[src/rtl/dff_pipe_chain.sv]
// Elastic register chain: DEPTH valid/data stages with bubble collapse, backpressure,
// synchronous clear, asynchronous reset and a registered occupancy count.

module dff_pipe_stage #(
  parameter int               WIDTH     = 8,
  parameter logic [WIDTH-1:0] RESET_VAL = '0
) (
  input  logic             clk,
  input  logic             areset,
  input  logic             clr,
  input  logic             i_load,
  input  logic             i_drain,
  input  logic [WIDTH-1:0] i_d,
  output logic             o_v,
  output logic [WIDTH-1:0] o_q
);

  logic             r_v;
  logic [WIDTH-1:0] r_q;

  always_ff @(posedge clk or posedge areset) begin
    if (areset) begin
      r_v <= 1'b0;
      r_q <= RESET_VAL;
    end else if (clr) begin
      r_v <= 1'b0;
    end else if (i_load) begin
      r_v <= 1'b1;
      r_q <= i_d;
    end else if (i_drain) begin
      r_v <= 1'b0;
    end
  end

  assign o_v = r_v;
  assign o_q = r_q;

endmodule

module dff_pipe_chain #(
  parameter int               WIDTH     = 8,
  parameter int               DEPTH     = 4,
  parameter logic [WIDTH-1:0] RESET_VAL = '0
) (
  input  logic                       clk,
  input  logic                       areset,
  input  logic                       clr,
  input  logic                       in_valid,
  input  logic [WIDTH-1:0]           in_data,
  output logic                       in_ready,
  output logic                       out_valid,
  output logic [WIDTH-1:0]           out_data,
  input  logic                       out_ready,
  output logic [$clog2(DEPTH+1)-1:0] occupancy
);

  localparam int OCC_W = $clog2(DEPTH+1);

  logic [DEPTH-1:0]            w_v;
  logic [DEPTH-1:0]            w_mv;
  logic [DEPTH-1:0]            w_load;
  logic [DEPTH-1:0][WIDTH-1:0] w_q;
  logic                        w_acc;
  logic                        w_out;
  logic [OCC_W-1:0]            r_occ;

  // Unrolled move chain: a stage moves if any stage ahead is empty or the
  // consumer takes the head, so no bit of w_mv depends on another.
  assign w_mv[DEPTH-1] = w_v[DEPTH-1] & out_ready;
  genvar gi;
  generate
    for (gi = 0; gi < DEPTH-1; gi++) begin : g_mv
      assign w_mv[gi] = w_v[gi] & (out_ready | ~(&w_v[DEPTH-1:gi+1]));
    end
  endgenerate

  assign in_ready  = (~w_v[0] | w_mv[0]) & ~clr & ~areset;
  assign out_valid = w_v[DEPTH-1] & ~clr;
  assign out_data  = w_q[DEPTH-1];
  assign w_acc     = in_valid & in_ready;
  assign w_out     = out_valid & out_ready;

  generate
    for (gi = 0; gi < DEPTH; gi++) begin : g_stage
      logic [WIDTH-1:0] w_d;
      if (gi == 0) begin : g_head
        assign w_load[gi] = w_acc;
        assign w_d        = in_data;
      end else begin : g_body
        assign w_load[gi] = w_mv[gi-1];
        assign w_d        = w_q[gi-1];
      end
      dff_pipe_stage #(.WIDTH(WIDTH), .RESET_VAL(RESET_VAL)) u_stage (
        .clk     (clk),
        .areset  (areset),
        .clr     (clr),
        .i_load  (w_load[gi]),
        .i_drain (w_mv[gi]),
        .i_d     (w_d),
        .o_v     (w_v[gi]),
        .o_q     (w_q[gi])
      );
    end
  endgenerate

  always_ff @(posedge clk or posedge areset) begin
    if (areset)              r_occ <= '0;
    else if (clr)            r_occ <= '0;
    else if (w_acc & ~w_out) r_occ <= r_occ + 1'b1;
    else if (w_out & ~w_acc) r_occ <= r_occ - 1'b1;
  end

  assign occupancy = r_occ;

endmodule

[config.mk]
export PLATFORM = sky130hd
export DESIGN_NAME = dff_pipe_chain
export DESIGN_NICKNAME = d
export VERILOG_FILES = /design/src/rtl/dff_pipe_chain.sv
export SDC_FILE = /design/constraint.sdc
export NUM_CORES = 1
export LEC_CHECK = 0
export CAP_MARGIN = 20
export CELL_PAD_IN_SITES_DETAIL_PLACEMENT = 1
export CELL_PAD_IN_SITES_GLOBAL_PLACEMENT = 1
export CORE_AREA = 2 2 63 65
export DETAILED_ROUTE_END_ITERATION = 16
export DIE_AREA = 0 0 65 67
export PLACE_DENSITY_LB_ADDON = 0.1
export SLEW_MARGIN = 20
export SYNTH_ARGS = -nofsm -noshare
export SYNTH_HDL_FRONTEND = slang
export SYNTH_SLANG_ARGS = --single-unit
export TNS_END_PERCENT = 50
[constraint.sdc]
create_clock -name clk -period 4.7 [get_ports clk]
set_input_delay 0.94 -clock clk [delete_from_list [all_inputs] [get_ports clk]]
set_output_delay 0.94 -clock clk [all_outputs]
set_load 0.01 [all_outputs]
==> impl_metrics.py, run 1 <==
metrics = {
    "hold_path": {
        "hold_class": "reg2reg",
        "holdPathStages": 1,
        "min_from": "g_stage[3].u_stage.o_q[2]$_DFFE_PP0P_",
        "hold_end": "g_stage[3].u_stage.o_q[2]$_DFFE_PP0P_",
    },
    "logic_synthesis": {
        "syn_area_per_cell_um2": 15.0,
        "ys_ff_latch": 39,
        "async_flop_share_pct": 100,
        "synthCells": 110,
        "syn_nets": 124,
        "yosysWarnings": 0,
        "synthesis.area_um2": 1650,
        "synth_top_area_share_pct": 59.2,
        "ys_top_cells_by_area": "dfrtp_1, mux2_2, mux2_4",
        "synth_edf_count": 0,
        "ys_seq_area_share_pct": 59.2,
        "synth_ff_type": "dfrtp_1",
        "yosysTopAreaCell": "dfrtp_1",
        "synthDistinctLibCells": 25,
    },
    "die": {
        "die_area_um2": 4360,
        "num_io_pins": 26,
        "fp.coreArea_um2": 3610,
        "die_w_um": 65,
        "die_y_um": 67,
        "fp-row-count": 22,
        "initial_core_util_pct": 45.7,
    },
    "critical_path": {
        "critPathLaunchType": "input pin",
        "worst_r2r_path_depth": 7,
        "critPathArrivalTime_ns": 2.57,
        "path_max_fanout": 6,
        "rrSetupSlack_ns": 2.42,
        "crit_required_ns": 3.76,
        "critical_path.max_stage_delay_ns": 0.57,
        "path_common_cell": "clkdlybuf4s50_1",
        "r2r_start": "g_stage[2].u_stage.o_v$_DFFE_PP0P_",
        "endpoint_kind": "primary output",
        "critPathSlowestCell": "clkdlybuf4s50_1",
        "timing.rr.end": "occupancy[2]$_DFFE_PP0P_",
        "critical_path.cell_chain": "clkdlybuf4s50_1 > and4b_1 > a211oi_1 > clkdlybuf4s50_1",
        "critPathKind": "in2out",
    },
    "global_routing": {
        "overflow": 0,
        "grt_antenna_before_repair": 0,
        "grt_max_degree": 37,
        "grt_pass1_wl_um": 5220,
        "track_usage_pct": 16.7,
        "grt_pass1_vias": 1077,
    },
    "cells_and_area": {
        "fin_util_pct": 57.3,
        "drive_gt1_share_pct": 32.9,
        "final-seq-area_um2": 976,
        "area_delta_synth_final_pct": 25.4,
        "fin_nets": 153,
        "multi_input_area_um2": 628,
        "n_antenna_cell": 0,
        "fin_cells": 188,
        "filler_cell_count": 361,
    },
    "route": {
        "dr.pass1.iters": 4,
        "routed_via_density": 5.19,
        "avgRoutedWirePerCell_um": 16.7,
        "wl_um": 3140,
        "ant_nets": 0,
        "vias": 975,
        "drt_iter0_drc": 18,
        "drc_errors": 0,
    },
    "sta": {
        "fmax_mhz": 285,
        "fin_tns_setup_ns": 0,
        "hold_ws_ns": 0.507,
        "rsz0062_at_grt": "no",
        "slew_headroom_pct": 62.2,
        "skew_ns": 0.00551,
        "period_needed_ns": 3.51,
        "hold_viol_final": 0,
        "setup_viol": 0,
        "drv_slew": 0,
        "tightestPinTransition_ns": 0.566,
        "layout_worst_path_cycle_share_pct": 74.8,
    },
    "place": {
        "place_inst": 180,
        "port_buffers": 25,
        "dpl.hpwl_um": 2220,
        "place.gp.congestion": 0.762,
    },
    "cts": {
        "cts_buffers": 5,
        "clock_latency_ns": 0.28,
        "htreeDepth": 2,
        "cts_setup_buffers": 0,
        "cts.sinks": 39,
        "cts_resized": 0,
        "cts_hold_buf": 0,
        "clk_pin_slew_worst_paths_ns": 0.07,
        "root_buffer": "clkbuf_8",
        "cts_tree": "built",
        "clockBufferDepth": 2,
    },
    "run_status": {
        "status": "completed",
    },
    "power_and_ir_drop": {
        "peakVddDrop_mv": 0.228,
        "leakagePower_nw": 0.960,
        "power_density_nw_per_um2": 456,
    },
    "run": {
        "maxCapViolations": 0,
    },
}
[cells in the final DEF, fill, tap and decap left out, types with 2 or more instances in the layout]
cell,netlist,layout
a211oi_1,2,2
a21oi_1,3,3
bufinv_16,0,2
clkbuf_8,0,5
clkdlybuf4s50_1,0,25
dfrtp_1,39,39
inv_1,3,3
mux2_2,24,24
mux2_4,8,8
mux2i_1,2,2
nand2_1,2,2
nand2b_1,2,2
nor2_1,6,6
nor2b_1,2,2
or3b_1,2,2
[worst max-delay path by stage]
stage               from                       end  slack [ns]  cells after the start
2_1_floorplan        clr  occupancy[2]$_DFFE_PP0P_        2.10                      7
3_3_place_gp         clr  occupancy[2]$_DFFE_PP0P_        1.21                      8
3_5_place_dp         clr  occupancy[2]$_DFFE_PP0P_        1.08                      8
4_1_cts        out_ready                  in_ready        1.18                      4
5_1_grt        out_ready                  in_ready        1.13                      4
6_report       out_ready                  in_ready        1.19                      4
[synthesized netlist by cell type, types with 2 or more instances]
library cell and number:
a211oi_1 2, a21oi_1 3, buf_2 2, buf_6 2, dfrtp_1 39, inv_1 3
mux2_2 24, mux2_4 8, mux2i_1 2, nand2_1 2, nand2b_1 2, nor2_1 6
nor2b_1 2, or3b_1 2
[state kept, by name, indices dropped and copies added (netlist names)]
| signal | count |
|---|---|
| g_stage.u_stage.o_q | 32 |
| g_stage.u_stage.o_v | 4 |
| occupancy | 3 |
[worst max-delay path: cells and delay by family]
kind	cells	cell delay [ns]
AO/OA/AOI/OAI	1	0.26
buffers and inverters	2	1.08
AND/OR/NAND/NOR	1	0.29
[stage by stage]
step,area (µm²),total power [W],setup WS [ns]
after floorplan,1650,0.000555,2.10
after global placement,1930,0.000614,1.21
after detailed placement,1930,0.000631,1.08
after CTS,2070,0.000957,1.18
after global routing,2070,0.000990,1.13
final,2070,0.000943,1.19
[cell type report]
class	count	area share [%]
clock buffer	6	3.51
clock inverter	2	2.91
inverter	3	0.545
multi-input combinational	64	30.4
sequential	39	47.2
tap	48	2.91
timing repair buffer	26	12.5
[cell families (layout without fill, tap and decap cells)]
kind of cell,after synthesis,after routing,share of synthesized area (%)
adder cells (fa/ha/maj),1,1,1.21
AND/OR/NAND/NOR,20,20,7.75
multiplexers,34,34,24.9
buffers and inverters,7,37,2.66
flip-flops,39,39,59.2
AO/OA/AOI/OAI,9,9,4.25
[where the power goes]
group,total [W],switching [W],internal (W)
clock network,0.000321,0.000109,0.000212
logic,0.000165,0.0000544,0.000111
registers,0.000457,0.0000439,0.000413
total,0.000943,0.000207,0.000735
[per-layer routing]
layer | vias up | share of wire (%) | GRT usage [%] | wire length, µm
met1 | 507 | 42 | 19.1 | 1310
met3 | 5 | 3.0 | 4.22 | 94
met5 | - | 0 | 0 | 0
met2 | 17 | 54 | 29.8 | 1690
met4 | 0 | 1.5 | 6.91 | 48
li1 | 446 | - | - | -
(Power assumes the default switching activity.)
==> run 2, diff against run 1 <==
- CORE_AREA: 2 2 63 65 -> 2 2 69 71
- DIE_AREA: 0 0 65 67 -> 0 0 71 73
- clock period: 4.7 -> 3 ns (I/O delays scaled with it)
==> run 2 against run 1 <==
  * Clock power increased by 41%
  * Largest power group unchanged
  * Cell area increased by 0.36%
  * Total power increased by 50%
  * Routed wire length decreased by 4.3%
  * Sequential share of layout area decreased by 0.17 points
  * Combinational power increased by 53%
  * Core utilization decreased by 12 points
  * Worst hold slack got worse by 0.029 ns
  * Flip-flop and latch count unchanged
  * Register-to-register slack got worse by 1.4 ns
==> impl_metrics.py, run 2 (synthesis results as in run 1) <==
metrics = {
    "run_status": {
        "status": "completed",
    },
    "die": {
        "fp.coreArea_um2": 4540,
        "initial_core_util_pct": 36.3,
        "die_y_um": 73,
        "num_io_pins": 26,
        "fp-row-count": 25,
        "die_area_um2": 5180,
        "die_w_um": 71,
    },
    "sta": {
        "layout_worst_path_cycle_share_pct": 93.8,
        "skew_ns": 0.00634,
        "fin_tns_setup_ns": 0,
        "rsz0062_at_grt": "no",
        "fmax_mhz": 355,
        "hold_ws_ns": 0.478,
        "setup_viol": 0,
        "drv_slew": 0,
        "slew_headroom_pct": 63.3,
        "tightestPinTransition_ns": 0.550,
        "period_needed_ns": 2.81,
        "hold_viol_final": 0,
    },
    "power_and_ir_drop": {
        "power_density_nw_per_um2": 682,
        "peakVddDrop_mv": 0.211,
        "p_total_w": 0.00141,
        "leakagePower_nw": 0.965,
    },
    "place": {
        "place.gp.congestion": 0.719,
        "port_buffers": 25,
        "place_inst": 188,
        "dpl.hpwl_um": 2060,
    },
    "critical_path": {
        "endpoint_kind": "primary output",
        "rrSetupSlack_ns": 0.99,
        "critPathLaunchType": "input pin",
        "crit_path_end": "in_ready",
        "critPathArrivalTime_ns": 2.21,
        "r2r_start": "g_stage[2].u_stage.o_v$_DFFE_PP0P_",
        "cp-startpoint": "out_ready",
        "worst_r2r_path_depth": 7,
        "timing.rr.end": "occupancy[2]$_DFFE_PP0P_",
        "crit_required_ns": 2.40,
        "critPathKind": "in2out",
        "path_max_fanout": 6,
    },
    "global_routing": {
        "grt_antenna_before_repair": 0,
        "grt_max_degree": 40,
        "overflow": 0,
        "track_usage_pct": 13.5,
        "grt_pass1_vias": 1058,
        "grt_pass1_wl_um": 5070,
    },
    "cts": {
        "cts_setup_buffers": 0,
        "clk_pin_slew_worst_paths_ns": 0.08,
        "root_buffer": "clkbuf_8",
        "cts_hold_buf": 0,
        "htreeDepth": 2,
        "clockBufferDepth": 2,
        "cts.sinks": 39,
        "cts_resized": 0,
        "cts_buffers": 5,
        "clock_latency_ns": 0.29,
        "cts_tree": "built",
    },
    "cells_and_area": {
        "final_cell_mix": "dfrtp_1, clkdlybuf4s50_1, mux2_2",
        "fin_nets": 155,
        "drive_gt1_share_pct": 34.5,
        "fin_cells": 196,
        "multi_input_area_um2": 628,
        "filler_cell_count": 466,
        "area_delta_synth_final_pct": 25.8,
        "final-seq-area_um2": 976,
        "n_antenna_cell": 0,
        "final_common_cell": "dfrtp_1",
        "largest_register_ffs": 32,
    },
    "route": {
        "drt_iter0_drc": 16,
        "dr.pass1.iters": 4,
        "ant_nets": 0,
        "routed_via_density": 4.93,
        "drc_errors": 0,
        "vias": 967,
        "avgRoutedWirePerCell_um": 15.3,
        "wl_um": 3000,
    },
    "hold_path": {
        "hold_class": "reg2reg",
    },
    "run": {
        "maxCapViolations": 0,
    },
}
run 2: worst min path at each step:
| stage | startpoint | endpoint | cells past startpoint |
|---|---|---|---|
| 4_1_cts | occupancy[2]$_DFFE_PP0P_ | occupancy[2]$_DFFE_PP0P_ | 1 |
| 2_1_floorplan | g_stage[2].u_stage.o_q[0]$_DFFE_PP0P_ | g_stage[3].u_stage.o_q[0]$_DFFE_PP0P_ | 1 |
| 6_report | occupancy[2]$_DFFE_PP0P_ | occupancy[2]$_DFFE_PP0P_ | 1 |
| 3_3_place_gp | occupancy[2]$_DFFE_PP0P_ | occupancy[2]$_DFFE_PP0P_ | 1 |
| 3_5_place_dp | occupancy[2]$_DFFE_PP0P_ | occupancy[2]$_DFFE_PP0P_ | 1 |
| 5_1_grt | occupancy[2]$_DFFE_PP0P_ | occupancy[2]$_DFFE_PP0P_ | 1 |
run 2: metal layers:
metal	up-vias	track usage, %	part of all wire, %
li1	446	-	-
met1	494	15.2	45
met2	22	23.2	49
met3	5	3.73	4.3
met4	0	7.55	2.4
met5	-	0	0
run 2: report_power, final:
| part | switching [W] | internal, W | total, W | leakage, nW |
|---|---|---|---|---|
| sequential | 0.0000611 | 0.000646 | 0.000707 | 0.499 |
| combinational | 0.0000791 | 0.000174 | 0.000253 | 0.405 |
| clock | 0.000185 | 0.000269 | 0.000454 | 0.0612 |
run 2: area by class of cell:
class	instances	area share [%]
Inverter	3	0.543
Clock buffer	6	3.98
Clock inverter	2	1.69
Tap cell	54	3.26
Sequential cell	39	47.1
Timing Repair Buffer	28	13.2
Multi-Input combinational cell	64	30.3
run 2: worst max-delay path, cell delays in order:
cell and delay, ns:
clkdlybuf4s50_1 0.49, and4b_1 0.28, a211oi_1 0.26, clkdlybuf4s50_1 0.58
run 2: metrics by stage:
| step | setup WS (ns) | area [µm²] | utilization, % |
|---|---|---|---|
| after detailed placement | 0.196 | 1960 | 43.1 |
| after global routing | 0.0840 | 2070 | 45.7 |
| after floorplan | 0.736 | 1650 | - |
| final | 0.187 | 2070 | 45.7 |
| after global placement | 0.195 | 1960 | 43.1 |
| after CTS | 0.185 | 2070 | 45.7 |
==> run 3, diff against run 2 <==
- CORE_AREA: 2 2 69 71 -> 2 2 65 67
- DIE_AREA: 0 0 71 73 -> 0 0 67 69
- clock period: 3 -> 2.9 ns (I/O delays scaled with it)
==> run 3 against run 2 <==
  * Via count decreased by 1.6%
  * Clock power decreased by 23%
  * Total power down 4.7%
  * Critical endpoint unchanged
  * Non-clock buffer count is the same
  * Critical path depth is the same
  * Clock skew shrank 0.0032 ns
  * Combinational power up 4%
  * Register-to-register slack got worse by 0.13 ns
  * Cell area is 2.0% lower
  * Count of clock-buffer cells in the layout grew 1
  * Largest power group unchanged
==> impl_metrics.py, run 3 (synthesis results as in run 1) <==
metrics = {
    "run_status": {
        "status": "completed",
    },
    "global_routing": {
        "grt_max_degree": 40,
        "grt_pass1_vias": 1086,
        "track_usage_pct": 15.1,
        "overflow": 0,
        "grt_antenna_before_repair": 0,
        "grt_pass1_wl_um": 5210,
    },
    "route": {
        "ant_nets": 0,
        "avgRoutedWirePerCell_um": 15.4,
        "wl_um": 2960,
        "vias": 952,
        "routed_via_density": 4.96,
        "dr.pass1.iters": 3,
        "drc_errors": 0,
        "drt_iter0_drc": 24,
    },
    "critical_path": {
        "critPathLaunchType": "input pin",
        "r2r_start": "g_stage[2].u_stage.o_v$_DFFE_PP0P_",
        "path_max_fanout": 6,
        "crit_required_ns": 2.32,
        "path_common_cell": "clkdlybuf4s50_1",
        "critPathKind": "in2out",
        "cp-startpoint": "out_ready",
        "critical_path.max_stage_delay_ns": 0.58,
        "worst_r2r_path_depth": 7,
        "critPathArrivalTime_ns": 2.20,
        "critPathSlowestCell": "clkdlybuf4s50_1",
        "endpoint_kind": "primary output",
        "critical_path.cell_chain": "clkdlybuf4s50_1 > and4b_1 > a211oi_1 > clkdlybuf4s50_1",
    },
    "sta": {
        "slew_headroom_pct": 62.1,
        "setup_viol": 0,
        "period_needed_ns": 2.78,
        "fin_tns_setup_ns": 0,
        "fmax_mhz": 360,
        "drv_slew": 0,
        "tightestPinTransition_ns": 0.568,
        "rsz0062_at_grt": "no",
        "skew_ns": 0.00314,
        "layout_worst_path_cycle_share_pct": 95.9,
        "hold_viol_final": 0,
    },
    "cts": {
        "cts_resized": 0,
        "cts_setup_buffers": 0,
        "clock_latency_ns": 0.28,
        "clockBufferDepth": 2,
        "cts_hold_buf": 0,
        "clk_pin_slew_worst_paths_ns": 0.07,
        "cts.sinks": 39,
        "cts_buffers": 5,
        "htreeDepth": 2,
        "cts_tree": "built",
        "root_buffer": "clkbuf_8",
    },
    "power_and_ir_drop": {
        "leakagePower_nw": 0.946,
        "power_density_nw_per_um2": 663,
        "peakVddDrop_mv": 0.227,
    },
    "place": {
        "dpl.hpwl_um": 2070,
        "port_buffers": 25,
        "place_inst": 184,
        "place.gp.congestion": 0.736,
    },
    "cells_and_area": {
        "filler_cell_count": 414,
        "final_cell_mix": "dfrtp_1, clkdlybuf4s50_1, mux2_2",
        "drive_gt1_share_pct": 33.1,
        "fin_cells": 192,
        "area_delta_synth_final_pct": 23.3,
        "fin_nets": 155,
        "largest_register_ffs": 32,
        "final_common_cell": "dfrtp_1",
        "n_antenna_cell": 0,
    },
    "hold_path": {
        "hold_class": "reg2reg",
        "min_from": "occupancy[2]$_DFFE_PP0P_",
        "holdPathStages": 1,
    },
    "die": {
        "die_area_um2": 4620,
        "fp-row-count": 23,
        "num_io_pins": 26,
        "die_w_um": 67,
        "initial_core_util_pct": 42.1,
        "die_y_um": 69,
        "fp.coreArea_um2": 3910,
    },
    "run": {
        "maxCapViolations": 0,
    },
}
==> run 3: cell count changes in the layout (fill, tap and decap cells not counted) <==
cell | before | now
clkbuf_8 | 6 | 5
bufinv_16 | 1 | 0
clkbuf_1 | 0 | 2
==> run 3: final cells by class <==
type,count,area (µm²),share of cell area (%)
clock buffers,7,76.3,3.76
well taps,50,62.6,3.08
inverters,3,11.3,0.554
repair buffers,28,273,13.4
multi-input cells,64,628,30.9
flip-flops and latches,39,976,48.0
clock inverters,1,5.00,0.246
==> run 3: routing by layer <==
layer / vias to the layer above / GRT usage (%) / part of all wire [%]
li1: 446 / - / -
met1: 488 / 19.1 / 46
met2: 16 / 24.6 / 50
met3: 2 / 5.06 / 3.1
met4: 0 / 4.08 / 0.44
met5: - / 0 / 0
==> run 3: metrics by stage <==
step                util [%]  hold WS (ns)  instance area (µm²)  worst slack, ns  total power [W]
floorplan                  -         0.475                 1650            0.656         0.000900
global route            51.9         0.512                 2030           0.0169          0.00143
CTS                     51.9         0.482                 2030            0.116          0.00136
finish                  51.9         0.479                 2030            0.119          0.00135
global placement        49.8         0.458                 1950            0.155         0.000997
detailed placement      49.8         0.465                 1950            0.122          0.00101
==> run 3: final timing paths <==
path,to,slack (ns)
max,in_ready,0.12
max reg2reg,occupancy[2]$_DFFE_PP0P_,0.86
min,occupancy[2]$_DFFE_PP0P_,0.48
max in group asynchronous,g_stage[3].u_stage.o_q[6]$_DFFE_PP0P_,1.78
min reg2reg,occupancy[2]$_DFFE_PP0P_,0.48
min in group asynchronous,g_stage[3].u_stage.o_q[5]$_DFFE_PP0P_,0.79
==> run 3: worst max-delay path, delay by kind of cell <==
| family | cells | cell delay [ns] |
|---|---|---|
| buffers and inverters | 2 | 1.08 |
| AND/OR/NAND/NOR | 1 | 0.28 |
| AO/OA/AOI/OAI | 1 | 0.26 |
==> run 3: power breakdown <==
group	total (W)	switching, W	internal (W)
combinational	0.000264	0.0000836	0.000180
clock	0.000348	0.000179	0.000169
sequential	0.000736	0.0000670	0.000669
